### src/rtl/cond_exec_ctrl_if.sv
// rtl/cond_exec_ctrl_if.sv - ID-stage condition/flag control bundle
// master = pipeline side driving instruction/flag info, slave = cond_exec_ctrl
interface cond_exec_ctrl_if;
  logic       pipe_freeze;
  logic       id_valid;
  logic [3:0] id_cond;
  logic       id_s;
  logic       id_branch;
  logic [3:0] exe_nzcv;
  logic       id_stall;
  logic       id_exec;
  logic       branch_taken;
  logic       if_flush;
  logic [3:0] status_nzcv;

  modport master (
    output pipe_freeze, id_valid, id_cond, id_s, id_branch, exe_nzcv,
    input  id_stall, id_exec, branch_taken, if_flush, status_nzcv
  );

  modport slave (
    input  pipe_freeze, id_valid, id_cond, id_s, id_branch, exe_nzcv,
    output id_stall, id_exec, branch_taken, if_flush, status_nzcv
  );
endinterface

### src/rtl/cond_exec_ctrl.sv
// rtl/cond_exec_ctrl.sv - NZCV owner, condition evaluation, flag-hazard stall and branch flush
// Optional COND_FWD_EN: forward EXE flags to ID instead of stalling on a flag hazard.
module cond_exec_ctrl #(
  parameter int FLUSH_CYCLES = 1
) (
  input logic            clk,
  input logic            rst,
  cond_exec_ctrl_if.slave bus
);

  typedef enum logic [1:0] {RUN = 2'd0, HAZ = 2'd1, FLUSH = 2'd2} state_t;

  localparam logic [2:0] FLUSH_LOAD = 3'(FLUSH_CYCLES - 1);

  state_t     state, state_nxt;
  logic [2:0] flush_cnt, flush_cnt_nxt;
  logic [3:0] sr;
  logic       exe_s_q;
  logic [3:0] flags;
  logic       n_f, z_f, c_f, v_f;
  logic       cond_pass;
  logic       haz;
  logic       exec_c, stall_c, taken_c, flush_c;

`ifdef COND_FWD_EN
  assign flags = exe_s_q ? bus.exe_nzcv : sr;
  assign haz   = 1'b0;
`else
  assign flags = sr;
  assign haz   = bus.id_valid & exe_s_q & (bus.id_cond != 4'b1110);
`endif

  assign {n_f, z_f, c_f, v_f} = flags;

  always_comb begin
    case (bus.id_cond)
      4'b0000: cond_pass = z_f;
      4'b0001: cond_pass = ~z_f;
      4'b0010: cond_pass = c_f;
      4'b0011: cond_pass = ~c_f;
      4'b0100: cond_pass = n_f;
      4'b0101: cond_pass = ~n_f;
      4'b0110: cond_pass = v_f;
      4'b0111: cond_pass = ~v_f;
      4'b1000: cond_pass = c_f & ~z_f;
      4'b1001: cond_pass = ~c_f | z_f;
      4'b1010: cond_pass = (n_f == v_f);
      4'b1011: cond_pass = (n_f != v_f);
      4'b1100: cond_pass = ~z_f & (n_f == v_f);
      4'b1101: cond_pass = z_f | (n_f != v_f);
      4'b1110: cond_pass = 1'b1;
      default: cond_pass = 1'b0;
    endcase
  end

  always_ff @(posedge clk or posedge rst) begin
    if (rst) begin
      state     <= RUN;
      flush_cnt <= 3'd0;
    end else if (!bus.pipe_freeze) begin
      state     <= state_nxt;
      flush_cnt <= flush_cnt_nxt;
    end
  end

  // SR takes the flags of whichever instruction was in EXE during this cycle
  always_ff @(posedge clk or posedge rst) begin
    if (rst) begin
      sr      <= 4'b0000;
      exe_s_q <= 1'b0;
    end else if (!bus.pipe_freeze) begin
      exe_s_q <= exec_c & bus.id_s;
      if (exe_s_q) begin
        sr <= bus.exe_nzcv;
      end
    end
  end

  always_comb begin
    state_nxt     = state;
    flush_cnt_nxt = flush_cnt;
    case (state)
      RUN, HAZ: begin
        if (state == RUN && haz) begin
          state_nxt = HAZ;
        end else if (taken_c && FLUSH_CYCLES > 1) begin
          state_nxt     = FLUSH;
          flush_cnt_nxt = FLUSH_LOAD;
        end else begin
          state_nxt = RUN;
        end
      end
      FLUSH: begin
        // flush_cnt counts the FLUSH cycles still to go, including this one
        flush_cnt_nxt = flush_cnt - 3'd1;
        if (flush_cnt <= 3'd1) begin
          state_nxt = RUN;
        end
      end
      default: state_nxt = RUN;
    endcase
  end

  always_comb begin
    exec_c  = 1'b0;
    stall_c = 1'b0;
    taken_c = 1'b0;
    flush_c = 1'b0;
    case (state)
      FLUSH: flush_c = 1'b1;
      default: begin
        if (state == RUN && haz) begin
          stall_c = 1'b1;
        end else begin
          exec_c  = bus.id_valid & cond_pass;
          taken_c = exec_c & bus.id_branch;
          flush_c = taken_c;
        end
      end
    endcase
  end

  assign bus.id_exec      = ~rst & exec_c;
  assign bus.id_stall     = ~rst & (stall_c | bus.pipe_freeze);
  assign bus.branch_taken = ~rst & taken_c;
  assign bus.if_flush     = ~rst & flush_c;
  assign bus.status_nzcv  = sr;

endmodule

### src/flat_wrapper.sv
// flat-port wrapper written by rule: the top's interface ports become plain ports
module cond_exec_ctrl_flat 
#(
  parameter int FLUSH_CYCLES = 1
)
  (clk, rst, bus_pipe_freeze, bus_id_valid, bus_id_cond, bus_id_s, bus_id_branch, bus_exe_nzcv, bus_id_stall, bus_id_exec, bus_branch_taken, bus_if_flush, bus_status_nzcv);
  cond_exec_ctrl_if bus_i ();
  input logic clk;
  input logic rst;
  input wire logic [$bits(bus_i.pipe_freeze)-1:0] bus_pipe_freeze;
  input wire logic [$bits(bus_i.id_valid)-1:0] bus_id_valid;
  input wire logic [$bits(bus_i.id_cond)-1:0] bus_id_cond;
  input wire logic [$bits(bus_i.id_s)-1:0] bus_id_s;
  input wire logic [$bits(bus_i.id_branch)-1:0] bus_id_branch;
  input wire logic [$bits(bus_i.exe_nzcv)-1:0] bus_exe_nzcv;
  output wire logic [$bits(bus_i.id_stall)-1:0] bus_id_stall;
  output wire logic [$bits(bus_i.id_exec)-1:0] bus_id_exec;
  output wire logic [$bits(bus_i.branch_taken)-1:0] bus_branch_taken;
  output wire logic [$bits(bus_i.if_flush)-1:0] bus_if_flush;
  output wire logic [$bits(bus_i.status_nzcv)-1:0] bus_status_nzcv;
  assign bus_i.pipe_freeze = bus_pipe_freeze;
  assign bus_i.id_valid = bus_id_valid;
  assign bus_i.id_cond = bus_id_cond;
  assign bus_i.id_s = bus_id_s;
  assign bus_i.id_branch = bus_id_branch;
  assign bus_i.exe_nzcv = bus_exe_nzcv;
  assign bus_id_stall = bus_i.id_stall;
  assign bus_id_exec = bus_i.id_exec;
  assign bus_branch_taken = bus_i.branch_taken;
  assign bus_if_flush = bus_i.if_flush;
  assign bus_status_nzcv = bus_i.status_nzcv;
  cond_exec_ctrl #(.FLUSH_CYCLES(FLUSH_CYCLES)) u_core (.clk(clk), .rst(rst), .bus(bus_i));
endmodule
### config.mk
export PLATFORM = sky130hd
export DESIGN_NAME = cond_exec_ctrl_flat
export DESIGN_NICKNAME = d
export VERILOG_FILES = /design/src/rtl/cond_exec_ctrl_if.sv /design/src/rtl/cond_exec_ctrl.sv /design/src/flat_wrapper.sv
export SDC_FILE = /design/constraint.sdc
export NUM_CORES = 1
export LEC_CHECK = 0
export ABC_AREA = 1
export CORE_AREA = 3 3 40 42
export CTS_BUF_LIST = sky130_fd_sc_hd__clkbuf_4 sky130_fd_sc_hd__clkbuf_8
export DETAILED_ROUTE_END_ITERATION = 12
export DIE_AREA = 0 0 43 45
export GPL_ROUTABILITY_DRIVEN = 0
export GPL_TIMING_DRIVEN = 0
export MAX_ROUTING_LAYER = met4
export PLACE_DENSITY = 0.75
export SETUP_SLACK_MARGIN = 0.4
export SLEW_MARGIN = 20
export SYNTH_ARGS = -nofsm -noshare
export SYNTH_HDL_FRONTEND = slang
export SYNTH_SLANG_ARGS = --single-unit
### constraint.sdc
create_clock -name clk -period 1.5 [get_ports clk]
set_input_delay 0.15 -clock clk [delete_from_list [all_inputs] [get_ports clk]]
set_output_delay 0.15 -clock clk [all_outputs]
set_load 0.01 [all_outputs]
### Yosys cells after proc, flatten, opt, wreduce, memory -nomap -nowiden

Cells that the tools add are included.

| cells by class | value |
|---|---|
| divide/modulo/power cells | 0 |
| equal/unequal tests | 20 |
| bitwise logic cells | 20 |
| $mul | 0 |
| $lt $le $gt $ge | 1 |
| multiplexer cells | 11 |
| reduce and logical (&&, ||, !) cells | 7 |
| $add $sub $neg | 1 |
| shift operators | 0 |

Operators with widths:

| kind | count |
|---|---|
| $eq A4 B4 Y1 const B | 7 |
| $eq A4 B3 Y1 const B | 4 |
| $pmux W1 S15 | 1 |
| $and A1 B1 Y1 | 11 |
| $eq A4 B2 Y1 const B | 2 |
| $mux W1 | 8 |
| $not A1 Y1 | 6 |
| $reduce_and A2 Y1 | 3 |
| $eq A4 B1 Y1 const B | 1 |
| $logic_not A4 Y1 | 1 |
| $ne A4 B4 Y1 const B | 1 |
| $pmux W2 S2 | 1 |
| $le A3 B1 Y1 const B | 1 |
| $or A1 B1 Y1 | 3 |
| $sub A3 B1 Y3 const B | 1 |
| $eq A2 B1 Y1 const B | 1 |
| $eq A2 B2 Y1 const B | 1 |
| $logic_not A2 Y1 | 1 |
| $mux W2 | 1 |
| $ne A2 B1 Y1 const B | 1 |
| $reduce_or A2 Y1 | 1 |
| $eq A1 B1 Y1 | 1 |
| $logic_and A1 B1 Y1 | 1 |
| $ne A1 B1 Y1 | 1 |

| word-level totals | value |
|---|---|
| memories kept | 0 |
| bits of input ports | 14 |
| output and inout port bits | 8 |
| bits in writable memories | 0 |
| memory bits (read-only) | 0 |
| latch bits | 0 |
| flip-flop bits (word level) | 10 |

### Longest topological paths before layout

Gate-level depths: netlist of run 1.

| logic depth | value |
|---|---|
| depth in word-level cells | 8 |
| gate-level depth with buffers | 12 |
| mapped depth without buffers | 11 |

### Worst setup path after synthesis of run 1

OpenSTA, ideal clock, no wires.

| path | value |
|---|---|
| path kind | register to output |
| start point | register u_core.sr[3], in the netlist u_core.bus.status_nzcv[3] |
| end point | output port bus_if_flush |
| setup slack | 0.070 ns |
| path buffers | 1 |
| arrival time | 1.280 ns |
| stages on the path, launching flop included | 13 |
| data required time | 1.350 ns |
| cells stage by stage | dfrtp_1 inv_1 nand2_1 nand2_1 nand2_1 nand2_1 nand2_1 nand2_1 nor2_2 nand2_2 nand3_2 nor2_2 buf_4 |

| between the ends | value |
|---|---|
| word-level cells in the longest chain between the ends | 8 |

Ends and longest elaborated chain:

| what | RTL line | source |
|---|---|---|
| from (decl) | cond_exec_ctrl.sv:17 | `logic [3:0] sr;` |
| from (signal assigned) | cond_exec_ctrl.sv:74 | `sr <= bus.exe_nzcv;` |
| $ne A1 B1 Y1 / $eq A1 B1 Y1 (equally long branches) | n/a |  |
| $or A1 B1 Y1 / $and A1 B1 Y1 (equally long branches) | cond_exec_ctrl.sv:50, cond_exec_ctrl.sv:49 |  |
| $pmux W1 S15 (*) | cond_exec_ctrl.sv:36 | `case (bus.id_cond)` |
| $and A1 B1 Y1 (*) | cond_exec_ctrl.sv:115 | `exec_c = bus.id_valid & cond_pass;` |
| $and A1 B1 Y1 (*) | cond_exec_ctrl.sv:116 | `taken_c = exec_c & bus.id_branch;` |
| $mux W1 (*) | cond_exec_ctrl.sv:112 | `if (state == RUN && haz) begin` |
| $mux W1 (*) | cond_exec_ctrl.sv:109 | `case (state)` |
| $and A1 B1 Y1 (*) | cond_exec_ctrl.sv:126 | `assign bus.if_flush = ~rst & flush_c;` |
| to (decl) | flat_wrapper.sv:19 | `output wire logic [$bits(bus_i.if_flush)-1:0] bus_if_flush;` |

Every way passes the cells marked *; elsewhere a longest branch is shown, timed or not.

### Worst setup path after layout of run 1

Ends and elaborated chain as after synthesis.

==> impl_summary.txt, run 1 <==
----------------------------------------------------
[STA]
  Fin Setup TNS ... -745 ps
  Pins Over Slew Limit ... 0
  Min Clock Period, post-route ... 1730 ps
  Max_slew headroom ... 78.7%
  Fmax ... 579 MHz
  Unrepaired setup endpoints after global routing ... yes
  Hold slack final ... roughly 200 ps
  Worst clock skew on the final layout ... 1.93 ps
  Final Cycle Share ... 115%
  Final hold viol count ... 0
  Final setup violation count ... 4
  Least setup slack across all paths after layout ... -228 ps
  Worst-margin pin slew ... 319 ps

[Synth]
  Post-Syn Nets ... 101
  Distinct cell type count of the synthesized netlist ... 17
  Yosys warnings ... 0
  Mean instance size in the synthesized netlist ... ~6 um2
  Cell area after synthesis ... 508 um2
  Post-synthesis cell count ... just under 90
  Number of storage elements in the synthesis netlist ... 6
  Sequential area share after synthesis ... 29.6%

[Global route]
  Global-route congestion overflow total ... 0
  First-pass GRT wire length ... about 2200 um
  Largest net degree at the start of global routing ... 9
  Number of global-route vias before repair ... 579
  Initial antenna violation count ... 0
  Total GRT Usage ... between 15 and 20%

[CTS]
  Number of clock buffers inserted by TritonCTS ... 3
  Clock tree from TritonCTS ... yes
  Maximum level of the CTS H-tree ... 1
  Buffer cell driving the clock tree root ... sky130_fd_sc_hd__clkbuf_4
  Sink Count ... 6
  Largest buffer count on any clock path ... 2
  Clock-pin transition on the worst setup and hold timing paths ... 40 ps
  Worst-skew pair later-pin latency ... 240 ps

[Floorplan]
  Floorplan row count ... 13
  Full die area ... 0.00194 mm2
  Horizontal extent of the die ... 43 um
  Starting density of the core ... between 30% and 40%
  Core region area ... 0.00128 mm2
  Die Height ... 45 um
  Number of top-level design ports ... 22

[Power and ir drop]
  Power dissipated by switching net loads ... 0.398 mW
  Switching share of total power ... around two fifths
  Worst IR drop on VDD ... roughly 0.00094 V
  Power density of the placed cells ... 1160 mW/mm2
  Clock power share ... 14.2%
  Internal portion of total power ... 0.620 mW
  Combinational fraction of design power ... 58.7%
  Proportion of power drawn by flip-flops and latches ... 27.1%
  Static leakage power ... ~0.48 nW

[Job]
  Max Cap Violations ... 0

[Place]
  DP Wirelength ... between 1000 and 1500 um
  Number of buffers inserted by port buffering ... 21
  Area post-placement ... approximately 750 um2

[Worst setup path]
  Worst r2r path cells ... 14
  FF-to-FF setup slack ... -210 ps
  Category of the worst setup path launch point ... flop
  Cell-by-cell listing of the critical path ... inv_2 > nand2_4 > nand2_1 > nand2_1 > nand2_1 > nand2_1 > nand2_1 > nor2_2 > nand2_2 > nand3_4 > nor2_4 > buf_6 > buf_6
  Start of the worst register-to-register path ... u_core.bus.status_nzcv[3]
  Buf/Inv on CP ... 3
  Top cell family by delay on the critical path ... simple AND/OR/NAND/NOR gates
  Critical-path maximum fanout ... 4
  Largest stage delay on the critical path ... 400 ps
  Endpoint of the worst register-to-register path ... u_core.exe_s_q
  Worst setup path class ... flop to output pin
  Critical Path End Type ... output pin
  Required time worst endpoint ... 1350 ps
  Worst path most repeated cell ... sky130_fd_sc_hd__nand2_1
  Slowest stage cell, crit path ... sky130_fd_sc_hd__dfrtp_1
  Data arrival, critical path ... 1580 ps

[Drt]
  First-pass detailed-route iteration total ... 4
  Per-cell routed wire length ... 9.74 um
  DRC viols ... 0
  Number of DRC violations after detailed-routing iteration 0 ... 9
  Via density ... 4.55
  ANT nets after route ... 0
  Vias after detailed routing ... 632
  Sum of routed wire length over all layers ... 1350 um

[Hold path]
  Type of the tightest min-delay check ... primary input to asynchronous set/reset pin

[Layout]
  Final Net Count ... between 100 and 150
  Synth-to-Final Area Change ... 72.9%
  Diode count ... 0
  Fin area ... 878 um2
  FILL cells ... 116
  Layout cells sized above 1 ... 34.7%

[Run status]
  Violated checks ... negative setup slack
  Run status ... finished with violations

----------------------------------------------------
-- Yosys cell counts --
master                     number  share of area [%]
sky130_fd_sc_hd__nand2_1       26                 19
sky130_fd_sc_hd__nor2_1        12                8.9
sky130_fd_sc_hd__inv_1         11                8.1
sky130_fd_sc_hd__nand3_1        7                6.9
sky130_fd_sc_hd__a21oi_1        6                5.9
sky130_fd_sc_hd__dfrtp_1        6                 30
sky130_fd_sc_hd__inv_2          3                2.2
sky130_fd_sc_hd__nor2_2         3                3.7
sky130_fd_sc_hd__o21ai_1        3                3.0
sky130_fd_sc_hd__clkinv_1       2                1.5
sky130_fd_sc_hd__nand2_2        2                2.5
sky130_fd_sc_hd__a21oi_2        1                1.7
sky130_fd_sc_hd__buf_4          1                1.5
sky130_fd_sc_hd__nand3_2        1                2.0
sky130_fd_sc_hd__nand3b_1       1                1.5
sky130_fd_sc_hd__nor3_1         1               0.98
sky130_fd_sc_hd__o21ai_0        1               0.98
-- worst max path at each step --
stage / start / endpoint / slack [ps] / cells past startpoint
3_5_place_dp: bus_id_cond[1] / bus_if_flush / -810 / 13
2_1_floorplan: u_core.bus.status_nzcv[0] / bus_if_flush / 100 / 12
5_1_grt: u_core.bus.status_nzcv[3] / bus_if_flush / -370 / 13
3_3_place_gp: bus_id_cond[0] / bus_if_flush / -770 / 13
6_report: u_core.bus.status_nzcv[3] / bus_if_flush / -230 / 13
4_1_cts: u_core.bus.status_nzcv[3] / bus_if_flush / -230 / 13
-- area by class of cell --
class,count,area [um2],share of cell area [%]
multi-input combinational,64,325,37.0
timing repair buffer,34,289,32.9
sequential,6,150,17.1
inverter,16,61.3,6.98
clock buffer,3,22.5,2.56
tap,15,18.8,2.14
buffer,1,11.3,1.28
-- state kept, by name, indices dropped and copies added, names as in the netlist --
name,flops
u_core.state,1
u_core.bus.status_nzcv,4
u_core.exe_s_q,1
-- cell families after synthesis --
logic type             after synthesis  share of synthesized area [%]
AND/OR/NAND/NOR                     53                           45.6
buffers and inverters               17                           13.3
AO/OA/AOI/OAI                       11                           11.6
flip-flops                           6                           29.6
-- cells in the final DEF, fill, tap and decap left out, types with 2 or more instances in the layout --
master / count
sky130_fd_sc_hd__dlygate4sd2_1: 2
sky130_fd_sc_hd__clkdlybuf4s15_2: 4
sky130_fd_sc_hd__a21oi_1: 6
sky130_fd_sc_hd__inv_1: 10
sky130_fd_sc_hd__buf_4: 14
sky130_fd_sc_hd__nand3_1: 6
sky130_fd_sc_hd__clkbuf_4: 3
sky130_fd_sc_hd__clkdlybuf4s50_1: 8
sky130_fd_sc_hd__buf_6: 2
sky130_fd_sc_hd__nand2_4: 2
sky130_fd_sc_hd__buf_2: 4
sky130_fd_sc_hd__inv_2: 4
sky130_fd_sc_hd__nor2_2: 4
sky130_fd_sc_hd__nor2_1: 10
sky130_fd_sc_hd__nand2_1: 25
sky130_fd_sc_hd__o21ai_1: 3
sky130_fd_sc_hd__dfrtp_1: 6
-- through the flow --
step                instances  worst slack, ps  total power, mW  util, %
floorplan                  87              104            0.530        -
global placement          123             -771            0.735     58.2
detailed placement        123             -808            0.737     58.2
CTS                       137             -232            0.961     65.7
global route              139             -374             1.11     68.4
finish                    139             -228             1.02     68.4
-- what timing repair did --
item,4_1_cts,5_1_grt
hold buffers,0,0
endpoints found under the setup margin,10,8
setup buffers,11,2
pin swaps,7,3
gates resized for setup,41,6
hold endpoints to repair,0,0
-- worst register-to-register path: stages, from the launching register on --
cell	delay [ps]
sky130_fd_sc_hd__dfrtp_1	400
sky130_fd_sc_hd__inv_2	100
sky130_fd_sc_hd__nand2_4	50
sky130_fd_sc_hd__nand3_2	70
sky130_fd_sc_hd__nand2_1	60
sky130_fd_sc_hd__nand2_1	60
sky130_fd_sc_hd__nand2_1	50
sky130_fd_sc_hd__nor2_2	110
sky130_fd_sc_hd__nand2_2	80
sky130_fd_sc_hd__buf_4	130
sky130_fd_sc_hd__buf_4	120
sky130_fd_sc_hd__buf_4	120
sky130_fd_sc_hd__buf_4	120
sky130_fd_sc_hd__nand3b_1	80
sky130_fd_sc_hd__nand2_1	60
-- metal layers --
| layer | track usage [%] | wire [um] |
|---|---|---|
| met1 | 18.5 | 623 |
| met4 | 10.8 | 21 |
| met5 | - | 0 |
| met2 | 25.7 | 675 |
| met3 | 2.39 | 34 |
-- power by group through the flow --
stage / clock network (mW) / logic (mW) / registers [mW]
after floorplan: 0 / 0.232 / 0.298
after global placement: 0 / 0.453 / 0.282
after detailed placement: 0 / 0.458 / 0.279
after CTS: 0.153 / 0.531 / 0.276
after global routing: 0.166 / 0.664 / 0.285
final: 0.145 / 0.597 / 0.276
Power figures use the tool's default switching activity.
==> run 2, diff against run 1 <==
Settings changed: CELL_PAD_IN_SITES_DETAIL_PLACEMENT from default to 0, CELL_PAD_IN_SITES_GLOBAL_PLACEMENT from default to 1, CORE_AREA 3 3 40 42 to default, CORE_ASPECT_RATIO from default to 0.8, CORE_MARGIN from default to 3, CORE_UTILIZATION from default to 27, DIE_AREA 0 0 43 45 to default, PLACE_DENSITY 0.75 to 0.8, SLEW_MARGIN 20 to 15, TNS_END_PERCENT from default to 30.
==> run 2 against run 1 <==
The flow still finishes with violations (negative setup slack). Design area is 7.0% lower. Routed wire length is 3.1% higher. Sequential share of layout area is 1.3 points higher. Clock-buffer cell count stayed put. Maximum frequency is 0.35% lower. Clock power hardly changed. Core utilization is 20 points lower. Power is 2.9% lower. Combinational power is 5.4% lower. Non-clock buffer count is 6 lower. Worst hold slack worse by 14 ps. Critical endpoint unchanged.
==> impl_summary.txt, run 2 (synthesized netlist as in run 1, its figures left out) <==
----------------------------------------------------
[Run status]
  Run status ... finished with violations
  Violated checks ... negative setup slack

[Layout]
  Fin area ... 817 um2 (-7.0%)
  FILL cells ... 193 (+66%)
  Most frequent cells in the layout ... 24 x sky130_fd_sc_hd__nand2_1, 10 x sky130_fd_sc_hd__inv_1, 9 x sky130_fd_sc_hd__nor2_1, 9 x sky130_fd_sc_hd__clkdlybuf4s50_1, 9 x sky130_fd_sc_hd__buf_4
  Largest register FFs ... 4 (unchanged)
  Final Net Count ... 134 (-4.3%)
  Diode count ... 0 (unchanged)
  Layout cells sized above 1 ... 30.5% (-4.2 points)
  Core utilization of the finished layout ... 48.3% (-20 points)
  Most common library cell in the layout ignoring fill and taps ... sky130_fd_sc_hd__nand2_1
  Synth-to-Final Area Change ... 60.8%

[Drt]
  Top routing layer used ... met4
  Via density ... 4.39 (-3.5%)
  Sum of routed wire length over all layers ... 1400 um (+3.1%)
  WL met1 ... 664 um (+6.6%)
  Number of DRC violations after detailed-routing iteration 0 ... 15 (+6)
  Vias after detailed routing ... 614 (-2.8%)
  Per-cell routed wire length ... 9.97 um (+2.4%)
  DRC viols ... 0 (unchanged)
  Routed wl met3 ... 88 um (+160%)
  First-pass detailed-route iteration total ... 6 (+2)
  ANT nets after route ... 0 (unchanged)
  Met2 wire length ... 624 um (-7.6%)

[CTS]
  Hold-fix buffers, CTS ... 0 (unchanged)
  Buffer cell driving the clock tree root ... sky130_fd_sc_hd__clkbuf_4
  Number of clock buffers inserted by TritonCTS ... 3 (unchanged)
  Clock tree from TritonCTS ... yes
  Sink Count ... 6 (unchanged)
  Worst-skew pair later-pin latency ... 240 ps (about the same)
  Maximum level of the CTS H-tree ... 1 (unchanged)
  Clock-pin transition on the worst setup and hold timing paths ... 40 ps (about the same)
  Largest buffer count on any clock path ... 2 (unchanged)

[Hold path]
  Type of the tightest min-delay check ... primary input to asynchronous set/reset pin

[Global route]
  Initial antenna violation count ... 0 (unchanged)
  First-pass GRT wire length ... 2370 um (+7.5%)
  Global-route congestion overflow total ... 0 (unchanged)
  Number of global-route vias before repair ... 569 (-1.7%)
  Largest net degree at the start of global routing ... 9 (unchanged)
  Total GRT Usage ... 13.9% (-2.1 points)

[Worst setup path]
  Critical Path End Type ... output pin
  Critical-path maximum fanout ... 4 (unchanged)
  Endpoint of the worst register-to-register path ... u_core.exe_s_q
  Required time worst endpoint ... 1350 ps (about the same)
  FF-to-FF setup slack ... 240 ps (+450 ps)
  Data arrival, critical path ... 1580 ps (about the same)
  Worst setup path class ... flop to output pin
  Category of the worst setup path launch point ... flop
  Worst r2r path cells ... 10 (-4)
  Start of the worst register-to-register path ... u_core.bus.status_nzcv[3]

[STA]
  Final hold viol count ... 0 (unchanged)
  Unrepaired setup endpoints after global routing ... yes
  Worst clock skew on the final layout ... 3.70 ps (+1.77 ps)
  Final Cycle Share ... 116% (+0.40 points)
  Final setup violation count ... 3 (-1)
  Min Clock Period, post-route ... 1730 ps (+5.99 ps)
  Least setup slack across all paths after layout ... -234 ps (-6.00 ps)
  Worst-margin pin slew ... 280 ps (-39.5 ps)
  Max_slew headroom ... 81.3% (+2.6 points)
  Fmax ... 577 MHz (-0.35%)
  Hold slack final ... 189 ps (-13.6 ps)
  Pins Over Slew Limit ... 0 (unchanged)

[Place]
  Number of buffers inserted by port buffering ... 21 (unchanged)
  Area post-placement ... 757 um2 (+1.2%)
  DP Wirelength ... 1090 um (+7.1%)
  Setup WS pre-CTS ... -803 ps (+5.04 ps)

[Power and ir drop]
  Proportion of power drawn by flip-flops and latches ... 28.2% (+1.1 points)
  Static leakage power ... 0.440 nW (-8.0%)
  Worst IR drop on VDD ... 0.000692 V (-26%)
  Clock power share ... 14.5% (+0.3 points)
  Internal portion of total power ... 0.601 mW (-3.1%)
  Total power after layout ... 0.988 mW (-2.9%)
  Power density of the placed cells ... 1210 mW/mm2 (+4.4%)
  Combinational fraction of design power ... 57.2% (-1.5 points)
  Switching share of total power ... 39.2% (+0.12 points)
  Power dissipated by switching net loads ... 0.388 mW (-2.6%)

[Floorplan]
  Horizontal extent of the die ... 54.5 um (+27%)
  Die Height ... 44.8 um (-0.46%)
  Number of top-level design ports ... 22 (unchanged)
  Full die area ... 0.00244 mm2 (+26%)
  Core region area ... 0.00169 mm2 (+32%)
  Starting density of the core ... 30.0% (-9.5 points)
  Floorplan row count ... 13 (unchanged)

[Job]
  Max Cap Violations ... 0 (unchanged)

----------------------------------------------------
run 2: power groups by stage:
| stage | combinational [mW] | clock, mW | sequential (mW) |
|---|---|---|---|
| 2_1_floorplan | 0.232 | 0 | 0.298 |
| 5_1_grt | 0.640 | 0.152 | 0.292 |
| 4_1_cts | 0.509 | 0.151 | 0.278 |
| 3_5_place_dp | 0.460 | 0 | 0.284 |
| 6_report | 0.565 | 0.144 | 0.279 |
| 3_3_place_gp | 0.459 | 0 | 0.285 |
run 2: final cells by class:
| cell class | count | area [um2] | share of cell area [%] |
|---|---|---|---|
| inverter | 16 | 60.1 | 7.35 |
| clock buffer | 3 | 22.5 | 2.76 |
| buffer | 1 | 11.3 | 1.38 |
| timing repair buffer | 28 | 233 | 28.5 |
| sequential | 6 | 150 | 18.4 |
| tap | 22 | 27.5 | 3.37 |
| multi-input combinational | 64 | 313 | 38.3 |
run 2: stage by stage:
| stage | instances | TNS (ps) |
|---|---|---|
| 3_3_place_gp | 130 | -2820 |
| 3_5_place_dp | 130 | -2840 |
| 4_1_cts | 137 | -567 |
| 6_report | 140 | -553 |
| 2_1_floorplan | 87 | 0 |
| 5_1_grt | 140 | -944 |
run 2: how the worst max path moves through the flow:
stage | startpoint | endpoint | slack, ps | depth (start not counted)
after floorplan | u_core.bus.status_nzcv[0] | bus_if_flush | 100 | 12
after global placement | bus_id_cond[0] | bus_if_flush | -800 | 13
after detailed placement | bus_id_cond[0] | bus_if_flush | -800 | 13
after CTS | u_core.bus.status_nzcv[3] | bus_if_flush | -240 | 13
after global routing | u_core.bus.status_nzcv[3] | bus_if_flush | -360 | 13
final | u_core.bus.status_nzcv[3] | bus_if_flush | -230 | 13
run 2: critical path, cell delays in order (launching register included):
cell,delay (ps)
sky130_fd_sc_hd__dfrtp_1,410
sky130_fd_sc_hd__inv_2,90
sky130_fd_sc_hd__nand2_2,70
sky130_fd_sc_hd__nand2_1,60
sky130_fd_sc_hd__nand2_1,50
sky130_fd_sc_hd__nand2_1,60
sky130_fd_sc_hd__nand2_1,50
sky130_fd_sc_hd__nand2_1,80
sky130_fd_sc_hd__nor2_2,40
sky130_fd_sc_hd__nand2_2,60
sky130_fd_sc_hd__nand3_2,90
sky130_fd_sc_hd__nor2_4,110
sky130_fd_sc_hd__buf_6,100
sky130_fd_sc_hd__buf_6,90
run 2: timing repair:
item,in CTS,in global routing
pin swaps,3,1
endpoints found under the hold margin,0,0
gates resized for setup,28,5
buffers inserted,4,3
endpoints found under the setup margin,10,10
run 2: per-layer routing:
metal  up-vias  global-route usage (%)
li1        332                       -
met1       262                    20.1
met2        18                    19.1
met3         2                   0.990
met4         0                    7.46
met5         -                       -
